--- config.mk ---
export PLATFORM = sky130hd
export DESIGN_NAME = s_seq_div4
export DESIGN_NICKNAME = d
export VERILOG_FILES = /design/src/rtl/s_seq_div4.sv
export SDC_FILE = /design/constraint.sdc
export NUM_CORES = 1
export LEC_CHECK = 0
export CAP_MARGIN = 20
export CORE_MARGIN = 8
export CORE_UTILIZATION = 45
export CTS_BUF_LIST = sky130_fd_sc_hd__clkbuf_4 sky130_fd_sc_hd__clkbuf_8 sky130_fd_sc_hd__clkbuf_16
export CTS_CLUSTER_DIAMETER = 200
export DETAILED_ROUTE_END_ITERATION = 6
export GPL_TIMING_DRIVEN = 1
export PLACE_DENSITY = 0.76
export SYNTH_ARGS = -nofsm -noshare
export SYNTH_HDL_FRONTEND = slang
export SYNTH_SLANG_ARGS = --single-unit
--- constraint.sdc ---
create_clock -name clk -period 4.77 [get_ports clk]
set_input_delay 0.954 -clock clk [delete_from_list [all_inputs] [get_ports clk]]
set_output_delay 0.954 -clock clk [all_outputs]
set_load 0.1 [all_outputs]
--- src/rtl/s_seq_div4.sv ---
`default_nettype none
// ============================================================================
// Module      : s_seq_div4
// Description : Sequential signed divider, 8-bit dividend by 4-bit divisor.
//               Operands are converted to magnitudes, divided by an unsigned
//               restoring shift/subtract loop (one quotient bit per cycle,
//               MSB first), then signs are applied. Division truncates toward
//               zero; the remainder carries the sign of the dividend.
//               Fixed latency: accept at edge N, result valid from edge N+9.
// Revision    : 1.0 - initial release
//
// Ports
//   clk            rising-edge clock
//   rst            asynchronous active-high reset
//   a              signed dividend (8 bits)
//   b              signed divisor  (4 bits)
//   in_valid       operand request
//   in_ready       high only while idle
//   s_seq_div4_out [3:0] signed quotient, [7:4] signed remainder
//   dbz            divide-by-zero flag for the current result
//   ovf            quotient outside -8..7 for the current result
//   out_valid      result present
//   out_ready      consumer accepts the result
//
// Build option
//   S_SEQ_DIV4_OVF_SAT_EN : when defined, an overflowing quotient saturates
//                           to 4'h7 / 4'h8; otherwise it wraps (low 4 bits).
// ============================================================================
module s_seq_div4 (
    input  logic       clk,
    input  logic       rst,
    input  logic [7:0] a,
    input  logic [3:0] b,
    input  logic       in_valid,
    output logic       in_ready,
    output logic [7:0] s_seq_div4_out,
    output logic       dbz,
    output logic       ovf,
    output logic       out_valid,
    input  logic       out_ready
);

    typedef enum logic [1:0] {
        IDLE = 2'd0,
        CALC = 2'd1,
        FIX  = 2'd2,
        DONE = 2'd3
    } state_t;

    localparam logic [3:0] C_LAST_STEP = 4'd7;

    state_t     r_state;
    state_t     w_next;

    // Operand copies kept only to the extent the sign/fix-up stage needs them
    logic       r_a_sign;
    logic [3:0] r_a_lo;
    logic [3:0] r_b;

    // Division datapath
    logic [7:0] r_dvd;      // dividend magnitude, shifted out MSB first
    logic [3:0] r_babs;     // divisor magnitude (0..8)
    logic [3:0] r_rem;      // partial remainder, always < |b| <= 8
    logic [7:0] r_quo;      // quotient magnitude (0..128)
    logic [3:0] r_cnt;

    // Registered results
    logic [7:0] r_out;
    logic       r_dbz;
    logic       r_ovf;
    logic       r_out_valid;

    // Input magnitudes. An unsigned 8-bit result represents |-128| = 128
    // exactly, and 4 bits hold |-8| = 8, so no extra width is needed.
    logic [7:0] w_a_abs;
    logic [3:0] w_b_abs;
    assign w_a_abs = a[7] ? (8'd0 - a) : a;
    assign w_b_abs = b[3] ? (4'd0 - b) : b;

    // One restoring step. Because r_rem < |b| <= 8, the shifted value is at
    // most 15 plus a carry bit, and a successful subtraction leaves < 8, so
    // the 4-bit modular difference is exact whenever it is used.
    logic [4:0] w_shift;
    logic       w_ge;
    logic [3:0] w_sub;
    assign w_shift = {r_rem, r_dvd[7]};
    assign w_ge    = (w_shift >= {1'b0, r_babs});
    assign w_sub   = w_shift[3:0] - r_babs;

    // Sign fix-up
    logic       w_neg;
    logic       w_q_ovf;
    logic [3:0] w_q_wrap;
    logic [3:0] w_q_final;
    logic [3:0] w_r_final;
    assign w_neg    = r_a_sign ^ r_b[3];
    // A negative quotient may reach -8, a positive one only 7
    assign w_q_ovf  = w_neg ? (r_quo > 8'd8) : (r_quo > 8'd7);
    assign w_q_wrap = w_neg ? (4'd0 - r_quo[3:0]) : r_quo[3:0];
`ifdef S_SEQ_DIV4_OVF_SAT_EN
    assign w_q_final = w_q_ovf ? (w_neg ? 4'h8 : 4'h7) : w_q_wrap;
`else
    assign w_q_final = w_q_wrap;
`endif
    assign w_r_final = r_a_sign ? (4'd0 - r_rem) : r_rem;

    // ------------------------------------------------------------------
    // State register
    // ------------------------------------------------------------------
    always_ff @(posedge clk or posedge rst) begin
        if (rst) begin
            r_state <= IDLE;
        end else begin
            r_state <= w_next;
        end
    end

    // ------------------------------------------------------------------
    // Next-state logic
    // ------------------------------------------------------------------
    always_comb begin
        w_next = r_state;
        case (r_state)
            IDLE: if (in_valid)              w_next = CALC;
            CALC: if (r_cnt == C_LAST_STEP)  w_next = FIX;
            FIX:                             w_next = DONE;
            DONE: if (out_ready)             w_next = IDLE;
            default:                         w_next = IDLE;
        endcase
    end

    // ------------------------------------------------------------------
    // Datapath and result registers
    // ------------------------------------------------------------------
    always_ff @(posedge clk or posedge rst) begin
        if (rst) begin
            r_a_sign    <= 1'b0;
            r_a_lo      <= 4'd0;
            r_b         <= 4'd0;
            r_dvd       <= 8'd0;
            r_babs      <= 4'd0;
            r_rem       <= 4'd0;
            r_quo       <= 8'd0;
            r_cnt       <= 4'd0;
            r_out       <= 8'd0;
            r_dbz       <= 1'b0;
            r_ovf       <= 1'b0;
            r_out_valid <= 1'b0;
        end else begin
            case (r_state)
                IDLE: begin
                    if (in_valid) begin
                        r_a_sign <= a[7];
                        r_a_lo   <= a[3:0];
                        r_b      <= b;
                        r_dvd    <= w_a_abs;
                        r_babs   <= w_b_abs;
                        r_rem    <= 4'd0;
                        r_quo    <= 8'd0;
                        r_cnt    <= 4'd0;
                    end
                end
                CALC: begin
                    r_rem <= w_ge ? w_sub : w_shift[3:0];
                    r_quo <= {r_quo[6:0], w_ge};
                    r_dvd <= {r_dvd[6:0], 1'b0};
                    r_cnt <= r_cnt + 4'd1;
                end
                FIX: begin
                    r_out_valid <= 1'b1;
                    if (r_b == 4'd0) begin
                        // Divide by zero: fixed quotient, dividend low bits
                        r_out <= {r_a_lo, 4'hF};
                        r_dbz <= 1'b1;
                        r_ovf <= 1'b0;
                    end else begin
                        r_out <= {w_r_final, w_q_final};
                        r_dbz <= 1'b0;
                        r_ovf <= w_q_ovf;
                    end
                end
                DONE: begin
                    // Data stays registered; only the valid flag drops
                    if (out_ready) begin
                        r_out_valid <= 1'b0;
                    end
                end
                default: ;
            endcase
        end
    end

    assign in_ready       = (r_state == IDLE);
    assign s_seq_div4_out = r_out;
    assign dbz            = r_dbz;
    assign ovf            = r_ovf;
    assign out_valid      = r_out_valid;

endmodule
`default_nettype wire

## After elaboration in Yosys (flattened, before gate mapping)

Cells that the tools add are included.

| word-level totals | value |
|---|---|
| register bits after elaboration | 50 |
| bits in latches | 0 |
| bits in writable memories | 0 |
| bits in read-only memories | 0 |
| input bits | 16 |
| output and inout port bits | 12 |
| logic and storage cells | 60 |
| memories kept | 0 |

| operators by class | value |
|---|---|
| $add $sub $neg | 6 |
| multipliers | 0 |
| div/mod/pow operators | 0 |
| $lt $le $gt $ge | 3 |
| equal/unequal tests | 7 |
| shift-type cells | 0 |
| mux-type cells | 22 |
| bitwise operators | 1 |
| reductions and logical operators | 8 |

Operators with widths:

| cell | number |
|---|---|
| two-way mux 8 bit | 4 |
| one-hot mux 8 bit (2 select lines) | 2 |
| two-way mux 4 bit | 5 |
| one-hot mux 4 bit (2 select lines) | 2 |
| subtractor 1 x 4 -> 4 bit, first input constant | 3 |
| > comparator 8 x 3 -> 1 bit, second input constant | 1 |
| > comparator 8 x 4 -> 1 bit, second input constant | 1 |
| one-hot mux 2 bit (4 select lines) | 1 |
| subtractor 1 x 8 -> 8 bit, first input constant | 1 |
| two-way mux 2 bit | 3 |
| inequality test 2 bit, second input constant | 3 |
| AND reduction 2 bit | 3 |
| >= comparator 5 x 4 -> 1 bit | 1 |
| adder 4 x 1 -> 4 bit, second input constant | 1 |
| == test 2 bit, second input constant | 2 |
| == test 4 x 3 -> 1 bit, second input constant | 1 |
| zero test 4 bit | 1 |
| two-way mux 1 bit | 4 |
| nonzero test 2 bit | 2 |
| subtractor 4 bit | 1 |
| AND reduction 3 bit | 1 |
| == test 2 x 1 -> 1 bit, second input constant | 1 |
| zero test 2 bit | 1 |
| one-hot mux 1 bit (2 select lines) | 1 |
| bitwise XOR 1 bit | 1 |

## Logic depth before layout (Yosys ltp)

| logic depth | value |
|---|---|
| word-level depth | 4 |
| gate-level depth with buffers | 7 |
| depth with buffers taken out | 6 |

## Worst setup path before layout

OpenSTA, ideal clock, no wires.

| timing | value |
|---|---|
| kind | register to register |
| from | register r_state[0] |
| to | register r_dvd[1] |
| library setup time | 0.136 ns |
| arrival time | 2.310 ns |
| data required time | 4.634 ns |
| path slack | 2.324 ns |
| stages on the path, launching flop included | 7 |
| buffers on the path | 1 |
| clock period less this slack | 2.446 ns |
| cell sequence | dfrtp_1 -> inv_1 -> ha_1 -> nand2b_1 -> o21ai_1 -> clkbuf_1 -> o21ai_0 |

| between the ends | value |
|---|---|
| longest elaborated chain between the ends | 3 |
| elaborated cells between the ends (all ways) | 6 |
| those cells by class | eq/ne: 2; mux: 1; reduce/logical: 3 |

RTL lines:

| what | line | text |
|---|---|---|
| start, declared | 52 | `state_t r_state;` |
| start signal, assigned | 114 | `r_state <= w_next;` |
| zero test 2 bit (*) | n/a |  |
| net in_ready | 35 | `output logic in_ready,` |
| inequality test 2 bit (no source line) or nonzero test 2 bit (tied branches) | n/a |  |
| AND reduction 2 bit (no source line) | n/a |  |
| end signal, assigned | 156 | `r_dvd <= w_a_abs;` |
| end signal, assigned | 166 | `r_dvd <= {r_dvd[6:0], 1'b0};` |
| end, declared | 61 | `logic [7:0] r_dvd;` |

The timed path passes the listed nets; every way through them passes the cells marked *.
A chain may end at the register's enable or synchronous reset.

## Worst setup path in the final report

| timing | value |
|---|---|
| from | register r_state[0] |
| to | output port in_ready |

| between the ends | value |
|---|---|
| longest elaborated chain between the ends | 1 |

RTL lines:

| what | line | text |
|---|---|---|
| zero test 2 bit | 193 | `assign in_ready = (r_state == IDLE);` |
| end, declared | 35 |  |

Every way passes these cells.

==> summary.txt <==
Clock network
  – Clock Pin Slew Worst Setup and Hold Paths: 80 ps
  – Max H-tree Level: 2
  – TritonCTS buffer count: 5
  – Clock Latency Late Sink: 290 ps
  – Clk sinks: 49
  – Max clock buf depth: 2
  – TritonCTS clock tree: done
  – Postcts setup bufs: 0
  – Post_cts resized: 0
  – Cts hold-fix bufs: 0
  – CTS root buffer: clkbuf_8

Synthesis
  – Yosys warns: 0
  – Register area share after synthesis: 47.8%
  – Synth Area in Simple Gates: 12.8%
  – Synth Cell Area: 2560 um^2
  – Synth unique cells: 46
  – Top cell type's share of synthesized area: 47.8%
  – Mapped Nets: 280
  – Leading area contributor after synthesis: dfrtp_1
  – Post-synthesis adder-cell area fraction: 7.12%
  – FFs w/ async S/R, synth: 100%
  – Most used DFF post-synth: dfrtp_1
  – Avg Cell Area, Syn: 10.3 um^2
  – Number of flops mapped to enable cells by yosys: 0
  – Yosys reg bits: 49
  – Ranking of synthesized cells by area: dfrtp_1 48%, ha_1 6.3%, o21ai_0 4.5%, nand2_1 3.7%, mux2_2 3.5%
  – Synth Instances: 250
  – Synth Area in Compound Gates: 17.5%
  – Mux cell area share after synthesis: 6.24%
  – Post-Synth XOR/XNOR Area: 4.10%
  – Largest family of logic cells by synthesized area: compound AO/OA/AOI/OAI gates

Global route
  – Number of global-route vias before repair: 1922
  – GRT Overall Usage: 13.3%
  – Largest net degree at the start of global routing: 50
  – Grt ovf: 0
  – Initial antenna violation count: 0
  – First-pass GRT wire length: 9.16 mm

Floorplanning
  – Starting Density: 46.6%
  – Area of the die: 8370 um^2
  – I/O Pins: 28
  – Placement Rows: 27
  – Die height: 91.5 um
  – Die width: 91.5 um
  – Core ar.: 5510 um^2

Placed design
  – Final weighted congestion of routability-driven global placement: 0.812
  – I/O Buffers: 27
  – Placed cell count: 341
  – Final HPWL DP: 3.86 mm

Finish
  – Fillers: 499
  – Nets@finish: 307
  – Share of cells above drive strength 1: 7.94%
  – Area Growth Syn to Fin: 17.3%
  – Inserted Diodes: 0
  – Non-filler instance count after layout: 349

STA
  – Least-Margin Pin Slew: 975 ps
  – Fmax achieved: 311 MHz
  – RSZ-0062 raised after global routing: no
  – Normalized max-slew margin: 34.8%
  – Min Tclk post-route: 3220 ps
  – Slew Viols, Final: 0
  – # setup viols final: 0
  – Worst Skew: 4.25 ps
  – Period utilisation layout: 67.5%
  – Post-Route Setup TNS: 0 ps
  – Fin. Hold Viols: 0

Critical path
  – Critical path data arrival time: 2260 ps
  – Data required, critical path: 3820 ps
  – WS Path Type: flip-flop to output port
  – Maximum fanout along the worst path: 7
  – CP Launch Type: flip-flop
  – Crit end category: output port

Route
  – Drt pass-1 iters: 4
  – Via count: 1919
  – Initial DRC count: 146
  – Final WL: 5.21 mm
  – Via/cell ratio: 5.50
  – Routed Antenna Nets: 0
  – # DRC: 0
  – Routed WL per cell: 14.9 um

Power
  – Flop pwr share: 32.3%
  – Sw frac: 49.0%
  – Combinational Power Share: 56.8%
  – NetSw: 0.00111 W
  – Clock network power share: 10.9%
  – Power Density: 751 nW/um^2
  – Leak pwr: 1.33 nW
  – P_int: 0.00115 W
  – Pwr Total: 0.00226 W
  – Maximum vdd drop: 0.420 mV

Run status
  – Outcome: completed

Job
  – Max_cap viols: 0

Min path
  – Worst Hold Class: flip-flop to flip-flop
[worst paths after layout]
kind                                         from               endpoint  slack, ps  cells past startpoint
max in group asynchronous                     rst   r_quo[0]$_DFFE_PP0P_       3270                      3
min in group asynchronous                     rst  out_valid$_DFFE_PP0P_        990                      2
setup / recovery           r_state[0]$_DFFE_PP0P_               in_ready       1550                      3
hold reg to reg              r_dvd[2]$_DFFE_PP0P_   r_dvd[2]$_DFFE_PP0P_        490                      2
hold / removal               r_dvd[2]$_DFFE_PP0P_   r_dvd[2]$_DFFE_PP0P_        490                      2
setup reg to reg           r_state[0]$_DFFE_PP0P_   r_dvd[6]$_DFFE_PP0P_       2890                      5
[cells in the mapped netlist, drive strengths merged (4+ instances only)]
master	instances
mux2	8
o31ai	4
o21ai	25
a21oi	8
xnor2	9
nor2	11
nand2	25
clkbuf	8
ha	13
inv	21
mux2i	7
a22o	9
nand2b	5
dfrtp	49
[cells by family (layout without fill, tap and decap cells)]
logic type,count (synthesis),after routing
adders and majority gates,14,14
xor gates and xnor gates,12,12
DFF,49,49
and+or+nand+nor,65,65
muxes,15,15
AOI/OAI and AO/OA,65,65
buffers and inverters,30,57
[through the flow]
| stage | setup slack (ps) | util (%) | hold slack, ps | area, um^2 |
|---|---|---|---|---|
| 4_1_cts | 1530 | 54.3 | 492 | 2990 |
| 5_1_grt | 1450 | 54.6 | 524 | 3010 |
| 3_5_place_dp | 1870 | 52.6 | 472 | 2900 |
| 2_1_floorplan | 2320 | - | 450 | 2560 |
| 6_report | 1550 | 54.6 | 493 | 3010 |
| 3_3_place_gp | 1930 | 52.6 | 463 | 2900 |
[metal layers]
layer  routed length, um  track usage, %  part of all wire [%]
met5                   0               0                     0
met4                  48            5.46                  0.92
met3                 175            2.63                   3.4
met2                2440            21.2                    47
met1                2550            17.1                    49
[power groups by stage]
stage               logic [W]  registers (W)  clock network, W
CTS                   0.00130       0.000728          0.000255
floorplan            0.000703        0.00101                 0
global placement      0.00126       0.000727                 0
finish                0.00128       0.000729          0.000247
global route          0.00141       0.000753          0.000271
detailed placement    0.00130       0.000734                 0
[critical path: stages (launching register included)]
cell,delay [ps]
dfrtp_1,410
inv_1,100
ha_1,280
clkdlybuf4s50_1,1180
[cell type report]
cell class	instances	area, um^2	area share (%)
Clock buffer	7	90.1	3.00
Multi-Input combinational cell	171	1220	40.7
Timing Repair Buffer	29	298	9.90
Tap cell	72	90.1	3.00
Sequential cell	49	1230	40.8
Inverter	21	78.8	2.62
[sequential cells by signal (all words and copies together) (netlist names)]
register,flops
r_a_sign,1
s_seq_div4_out,8
dbz,1
r_rem,4
out_valid,1
r_cnt,4
r_babs,3
r_dvd,8
r_a_lo,4
r_quo,8
ovf,1
r_b,4
r_state,2
[placed cells by master, fill, tap and decap left out, types with 3 or more instances in the layout]
cell type	Yosys	routed
a221oi_1	3	3
nor2b_1	3	3
nand3_1	3	3
clkdlybuf4s50_1	0	27
o31ai_1	3	3
a22o_1	9	9
ha_1	13	13
a21oi_1	8	8
o21ai_0	23	23
xnor2_1	9	9
mux2i_1	7	7
dfrtp_1	49	49
xor2_1	3	3
inv_1	21	20
clkbuf_8	0	6
mux2_2	8	8
nand2b_1	5	5
nand2_1	25	25
nor3_1	3	3
nor2_1	11	11
No activity file was read; power rests on OpenSTA's default activity.
